$ cat src/rtl/decode_pipe.sv
// decode_pipe: instruction decoder feeding a 2-entry record FIFO with legal-decode counter
module decode_pipe #(
  parameter int XLEN  = 32,
  parameter int CNT_W = 16
) (
  input  logic             clk,
  input  logic             rst,
  input  logic             in_valid,
  output logic             in_ready,
  input  logic [31:0]      in_instr,
  input  logic             flush,
  output logic             out_valid,
  input  logic             out_ready,
  output logic [4:0]       out_rd,
  output logic [4:0]       out_rs1,
  output logic [4:0]       out_rs2,
  output logic [XLEN-1:0]  out_imm,
  output logic [3:0]       out_alu_op,
  output logic             out_uses_rs2,
  output logic             out_wb,
  output logic             out_illegal,
  output logic [CNT_W-1:0] decode_cnt
);
  typedef struct packed {
    logic            illegal;
    logic            wb;
    logic            uses_rs2;
    logic [3:0]      alu_op;
    logic [XLEN-1:0] imm;
    logic [4:0]      rs2;
    logic [4:0]      rs1;
    logic [4:0]      rd;
  } rec_t;
  rec_t d, e0, e1;
  logic [1:0] cnt;
  logic [6:0] op;
  logic legal, no_rd, no_rs2, push, pop;
  logic unused_funct3;
  assign unused_funct3 = ^in_instr[14:12];
  assign in_ready  = !cnt[1];
  assign out_valid = cnt != 2'd0;
  assign push      = in_valid && in_ready && !flush;
  assign pop       = out_valid && out_ready && !flush;
  assign out_rd       = e0.rd;
  assign out_rs1      = e0.rs1;
  assign out_rs2      = e0.rs2;
  assign out_imm      = e0.imm;
  assign out_alu_op   = e0.alu_op;
  assign out_uses_rs2 = e0.uses_rs2;
  assign out_wb       = e0.wb;
  assign out_illegal  = e0.illegal;
  // decode the incoming word into a record; stores/branches have no rd, loads/addi no rs2
  always_comb begin
    d          = '0;
    op         = in_instr[6:0];
    legal      = op >= 7'd1 && op <= 7'd14;
    no_rd      = op == 7'd12 || op == 7'd14;
    no_rs2     = op == 7'd11 || op == 7'd13;
    d.illegal  = !legal;
    d.alu_op   = legal ? op[3:0] : 4'd0;
    d.rd       = legal && !no_rd ? in_instr[11:7] : 5'd0;
    d.rs1      = legal ? in_instr[19:15] : 5'd0;
    d.rs2      = legal && !no_rs2 ? in_instr[24:20] : 5'd0;
    d.uses_rs2 = legal && !no_rs2;
    d.wb       = legal && !no_rd && in_instr[11:7] != 5'd0;
    d.imm      = no_rs2 ? {{(XLEN-12){in_instr[31]}}, in_instr[31:20]} :
                 op == 7'd12 ? {{(XLEN-12){in_instr[31]}}, in_instr[31:25], in_instr[11:7]} :
                 op == 7'd14 ? {{(XLEN-13){in_instr[31]}}, in_instr[31], in_instr[7], in_instr[30:25], in_instr[11:8], 1'b0} :
                 '0;
  end
  // shift-style FIFO: e0 is always the head, e1 the tail when two are held
  always_ff @(posedge clk or posedge rst) begin
    if (rst) begin
      cnt        <= 2'd0;
      e0         <= '0;
      e1         <= '0;
      decode_cnt <= '0;
    end else if (flush) begin
      cnt <= 2'd0;
    end else begin
      cnt <= cnt + 2'(push) - 2'(pop);
      if (pop) e0 <= (push && cnt == 2'd1) ? d : e1;
      else if (push && cnt == 2'd0) e0 <= d;
      if (push && !pop && cnt == 2'd1) e1 <= d;
      if (push && legal) decode_cnt <= decode_cnt + 1'b1;
    end
  end
endmodule

$ cat config.mk
export PLATFORM = sky130hd
export DESIGN_NAME = decode_pipe
export DESIGN_NICKNAME = d
export VERILOG_FILES = /design/src/rtl/decode_pipe.sv
export SDC_FILE = /design/constraint.sdc
export NUM_CORES = 1
export LEC_CHECK = 0
export CAP_MARGIN = 20
export CORE_UTILIZATION = 50
export DETAILED_ROUTE_END_ITERATION = 6
export DONT_BUFFER_PORTS = 1
export PLACE_DENSITY = 0.69
export SYNTH_ARGS = -nofsm -noshare
export SYNTH_HDL_FRONTEND = slang
export SYNTH_SLANG_ARGS = --single-unit
export TNS_END_PERCENT = 50
$ cat constraint.sdc
create_clock -name clk -period 3.2 [get_ports clk]
set_input_delay 0.64 -clock clk [delete_from_list [all_inputs] [get_ports clk]]
set_output_delay 0.64 -clock clk [all_outputs]
set_load 0.01 [all_outputs]
# Word-level counts from Yosys, hierarchy flattened
# Index checks and enable logic that the tools add are counted.
# W data, S select, Z words.
[word_totals]
input_bits = 37
out_inout_bits = 72
mem_count = 0
ff_bits = 126
latch_bits = 0
rom_bits = 0
mem_bits_rw = 0
[classes]
n_mux = 11
n_eq_ne = 5
shifts = 0
addsub = 3
n_mul = 0
order_cmp = 2
bitwise = 1
div_mod_pow = 0
reduce_logical = 28
[op_table]
columns = ["operator", "count"]
rows = [
  ["$mux W54", 3],
  ["$mux W32", 3],
  ["$eq A7 B4 Y1 const B", 4],
  ["$add A16 B1 Y16 const B", 1],
  ["$mux W5", 3],
  ["$logic_and A1 B1 Y1", 13],
  ["$ge A7 B1 Y1 const B", 1],
  ["$le A7 B4 Y1 const B", 1],
  ["$logic_not A1 Y1", 6],
  ["$reduce_and A2 Y1", 3],
  ["$reduce_bool A5 Y1", 1],
  ["$mux W4", 1],
  ["$reduce_bool A2 Y1", 2],
  ["$add A2 B1 Y2", 1],
  ["$eq A2 B1 Y1 const B", 1],
  ["$logic_not A2 Y1", 1],
  ["$logic_or A1 B1 Y1", 2],
  ["$mux W2", 1],
  ["$sub A2 B1 Y2", 1],
  ["$not A1 Y1", 1],
]

# Depth between registers and ports, before layout
[logic_depth]
ltp_word = 7
ltp_mapped = 9
mapped_depth_nobuf = 9

# Least setup slack after synthesis
# Ideal clock, no wire load.
[synth_path]
kind = "input port to flip-flop"
startpoint = "in out_ready"
endpoint = "reg e1[23] in the netlist's numbering"
path_slack_ps = 1148
setup_ps = 134
n_path_buf = 2
stages = 8
arrival_ps = 1918
cell_sequence = "nor2b_1 -> and2_1 -> inv_1 -> ha_1 -> nand3_1 -> buf_2 -> buf_1 -> o21ai_0"
[synth_via]
elab_chain_cells = 6
[synth_lines]
columns = ["item", "line", "text"]
rows = [
  ["from (decl)", "13", "input logic out_ready,"],
  ["$logic_and A1 B1 Y1 (2 in a row)", "43", "assign pop = out_valid && out_ready && !flush;"],
  ["$logic_not A1 Y1", "84", "if (push && !pop && cnt == 2'd1) e1 <= d;"],
  ["$logic_and A1 B1 Y1 (2 in a row)", "84", ""],
  ["$reduce_and A2 Y1 (no line)", "--", ""],
  ["to (signal assigned)", "76", "e1 <= '0;"],
  ["to (signal assigned)", "84", ""],
  ["to (decl)", "34", "rec_t d, e0, e1;"],
]
# No other way between the ends.
# A chain may end at the register's enable or synchronous reset.

# Worst setup path in the final report
[layout_path]
startpoint = "reg cnt[1]"
endpoint = "reg e1[11] in the netlist's numbering"
[layout_via]
elab_chain_cells = 7
word_cells_on_any_way = 11
classes_between = "eq/ne: 1; reduce/logical: 10"
[layout_lines]
columns = ["item", "line", "text"]
rows = [
  ["from (decl)", "35", "logic [1:0] cnt;"],
  ["from (signal assigned)", "81", "cnt <= cnt + 2'(push) - 2'(pop);"],
  ["$reduce_bool A2 Y1", "41", "assign out_valid = cnt != 2'd0;"],
  ["net out_valid", "12", "output logic out_valid,"],
  ["$logic_and A1 B1 Y1 (2 in a row)", "43", ""],
  ["$logic_not A1 Y1", "84", ""],
  ["$logic_and A1 B1 Y1 (2 in a row)", "84", ""],
  ["$reduce_and A2 Y1 (no line)", "--", ""],
]
# The timed path passes the listed nets, and every way through them passes these cells.

==> impl_summary.md <==
Detailed routing
The remaining design rule violation count is 0. The initial DRC count is 228. The first-pass iteration count of the detailed router is 4.

The vias after detailed routing is between 3,000 and 4,000. The post-route antenna net violation count is 0. In the routed layout, each cell is associated on average with a via count of 5.805. After detailed routing, the average wire length per cell comes to 17.54 um. The overall routed net length is 9.333 mm.

STA
The count of pins over their slew limit is 0. On the final layout, the worst clock skew is approximately 0.012 ns. The achievable frequency is approximately 440 MHz. The hold violation count in the final report is 0. Across all hold checks on the routed design, the worst slack comes to 0.2088 ns. The final clock period utilization by the worst path is ~71%. Subtracting the final worst setup slack from the clock period gives about 2.3 ns. The transition at the pin with the smallest max-transition slack is ~0.96 ns. The count of final setup violators is 0. Setup repair after global routing left no endpoint under its margin. The worst slew margin relative to its limit is 35.70%. For the final routed database, the setup TNS stands at 0 ns.

Floorplan
The width of the die is 95.39 um. The placeable core region is 0.008341 sq mm. The initial utilization of the core area, before any placement, comes to 52.28%.

The count of standard-cell rows is 33. The die height is 95.39 um. The area of the die is 0.009098 sq mm.

During I/O placement, the number of pins put on the boundary was between 100 and 150.

Placement
At the end of routability-driven placement, the weighted congestion stood at around 0.78. The HPWL after detailed placement is 6.272 mm. Port buffering added 0 buffers. In this run the cell area measured after placement is 0.004270 sq mm.

Critical path
Data on the critical path is required at its endpoint by 3.49 ns. The cell at the slowest stage of the critical path is dfrtp_1. The largest stage delay on the critical path is about 0.48 ns.

The endpoint class of the critical path is a flip-flop. The gate family responsible for the most delay along the worst path is simple AND/OR/NAND/NOR gates. By startpoint and endpoint, the worst setup path is classified as reg -> reg.

The number of buffers and inverters on the critical path is 1. The worst setup path is launched from a flip-flop. Traced cell by cell, the critical path runs through or2_2, and2_1, inv_1, ha_1, nand3_2, and3b_1, a22o_1.

The signal arrival time at the worst endpoint is 2.56 ns. Of all nets on the critical path, the largest fanout is 19.

Clock tree
In this run the number of H-tree levels came out at 3. The post-cts gate resize count is 0. The quantity of hold-fixing buffers added after cts is 0.

The clock tree root buffer cell is clkbuf_8. The tree built by TritonCTS fans out to 88 sinks. TritonCTS built the clock tree. The clock passes through at most 2 buffers. The worst-skew pair later-pin latency is between 0.3 and 0.4 ns. The clock-pin slew of the registers on the worst-case setup and hold paths is 0.09 ns. Clock tree synthesis inserted a total of 9 buffers. The number of setup buffers added after CTS is 0.

Synthesis
Counting flops with a built-in enable in the synthesized netlist gives 0. Of all cell types, the one taking the most synthesized area is dfrtp_1. The total of warnings raised by yosys is 0. The synthesized netlist contains 48 unique library cells.

Yosys attributes the largest share of cell area to dfrtp_1 51%, nand2_1 7.2%, buf_4 4.6%. In this run, synthesis produced a sequential element count of just under 90. The fraction of the yosys area taken by sequential cells is 50.50%. The commonest cells after synthesis are 88 x dfrtp_1, 84 x nand2_1, 36 x nor2_1, 30 x nand3_1, 29 x a31oi_1.

After synthesis, the share of flip-flops with an asynchronous set or reset is between 90% and 100%. Synthesis produced a netlist whose cell count is ~460. The synthesized net count is between 400 and 500.

The most used flip-flop cell after synthesis is dfrtp_1. The mean post-synth cell area is 9.562 sq um. The post-synthesis instance area is 0.004360 sq mm. The area share of the largest cell type after synthesis is 50.50%.

The most instantiated library cell after synthesis is dfrtp_1.

GRT
The number of global-route vias before repair is 2,939. The maximum number of pins on one net before global-route repair is 57. The first global-routing pass estimated 15.07 mm of wire. The initial antenna violation count came to 0. After global routing the overflow that remains totals 0.

Global routing consumed, over all layers together, 21.97% of the routing resources.

Cells and area
Compared with the post-synthesis result, the final layout area differs by 2.296%. The post-layout instance area is around 0.0045 sq mm. After the last flow step, the layout net total stands at approximately 460.

0 antenna diodes ended up in the layout. Of the cells placed in the final design, the portion with a size suffix greater than 1 is 9.133%. The post-layout utilization of the core is ~53%.

Flow run
Max-cap violations in this run came to 0.

Hold path
The worst hold path class is in -> async.

Power
The power per cell area is 656.3 mW/mm^2. The leakage component of the power is 0.001903 uW. The maximum vdd drop is 231.3 uV.

Run status
The run finished with clean final reports.
## report_power, final
part	total (uW)	switching [uW]	internal, uW
registers	1700	363	1340
logic	467	270	197
clock network	756	376	379
total	2930	1010	1920
## sequential cells by signal, summed over array words and instances (netlist names)
register and cells:
cnt 2, decode_cnt 16, e1 35, out_alu_op 4, out_illegal 1, out_imm 13
out_rd 5, out_rs1 5, out_rs2 5, out_uses_rs2 1, out_wb 1
## layout by cell type, fill, tap and decap left out, types with 2 or more instances in the layout
cell type and n:
mux2_2 2, a21o_1 2, dfrtp_1 87, buf_4 3
nor3_1 2, clkbuf_1 2, inv_1 5, and3b_1 3
xnor2_1 4, nor2b_1 10, clkinv_2 4, nor2_1 36
xor2_1 14, nor3_2 6, nor4_1 3, nand2_1 84
nand3b_1 2, nand3_1 29, o21ai_0 26, a21boi_0 2
and2_1 3, a31oi_1 29, buf_12 3, a221o_1 5
o211ai_1 2, clkbuf_8 10, ha_1 4, a22o_1 11
a32o_1 4, nand4_1 8
## layout make-up
cell class                      instances  area (sq um)
Clock buffer                           12         145.1
Clock inverter                          4         45.04
Fill cell                             752          3880
Inverter                                6         23.77
Multi-Input combinational cell        311          1829
Sequential cell                        88          2203
Tap cell                              105         131.4
Timing Repair Buffer                    6         82.58
## metrics by stage
step	total power [uW]	setup WS, ns	std cells
final	2928	0.9271	532
after detailed placement	2203	0.8955	516
after global routing	3115	0.8282	532
after floorplan	2210	0.2814	456
after global placement	2175	0.9492	516
after CTS	2965	0.9215	532
## path summary, 6_finish.rpt
check                      slack (ns)  cells past startpoint     endpoint   start
setup reg to reg                 0.93                      7       e1[11]  cnt[1]
hold / removal                   0.21                      1        e1[8]     rst
max in group asynchronous        2.28                      2  out_imm[30]     rst
hold reg to reg                  0.48                      2       e1[25]  e1[25]
setup / recovery                 0.93                      7       e1[11]  cnt[1]
min in group clk                 0.34                      1       cnt[0]   flush
## layer usage
| metal | up-vias | global-route usage, % | wire [um] | share of wire, % |
|---|---|---|---|---|
| li1 | 1488 | - | - | - |
| met1 | 1509 | 29.51 | 4238 | 45 |
| met2 | 79 | 33.87 | 4348 | 47 |
| met3 | 12 | 5.582 | 611 | 6.5 |
| met4 | 0 | 9.080 | 134 | 1.4 |
| met5 | - | 0 | 0 | 0 |
## cell families after synthesis
kind of cell / share of synthesized area [%]
flip-flops: 50.50
AO/OA/AOI/OAI: 13.94
AND/OR/NAND/NOR: 22.04
multiplexers: 0.7460
buffers and inverters: 8.006
XOR/XNOR: 3.615
adder cells (fa/ha/maj): 1.148
Power figures use the tool's default switching activity.
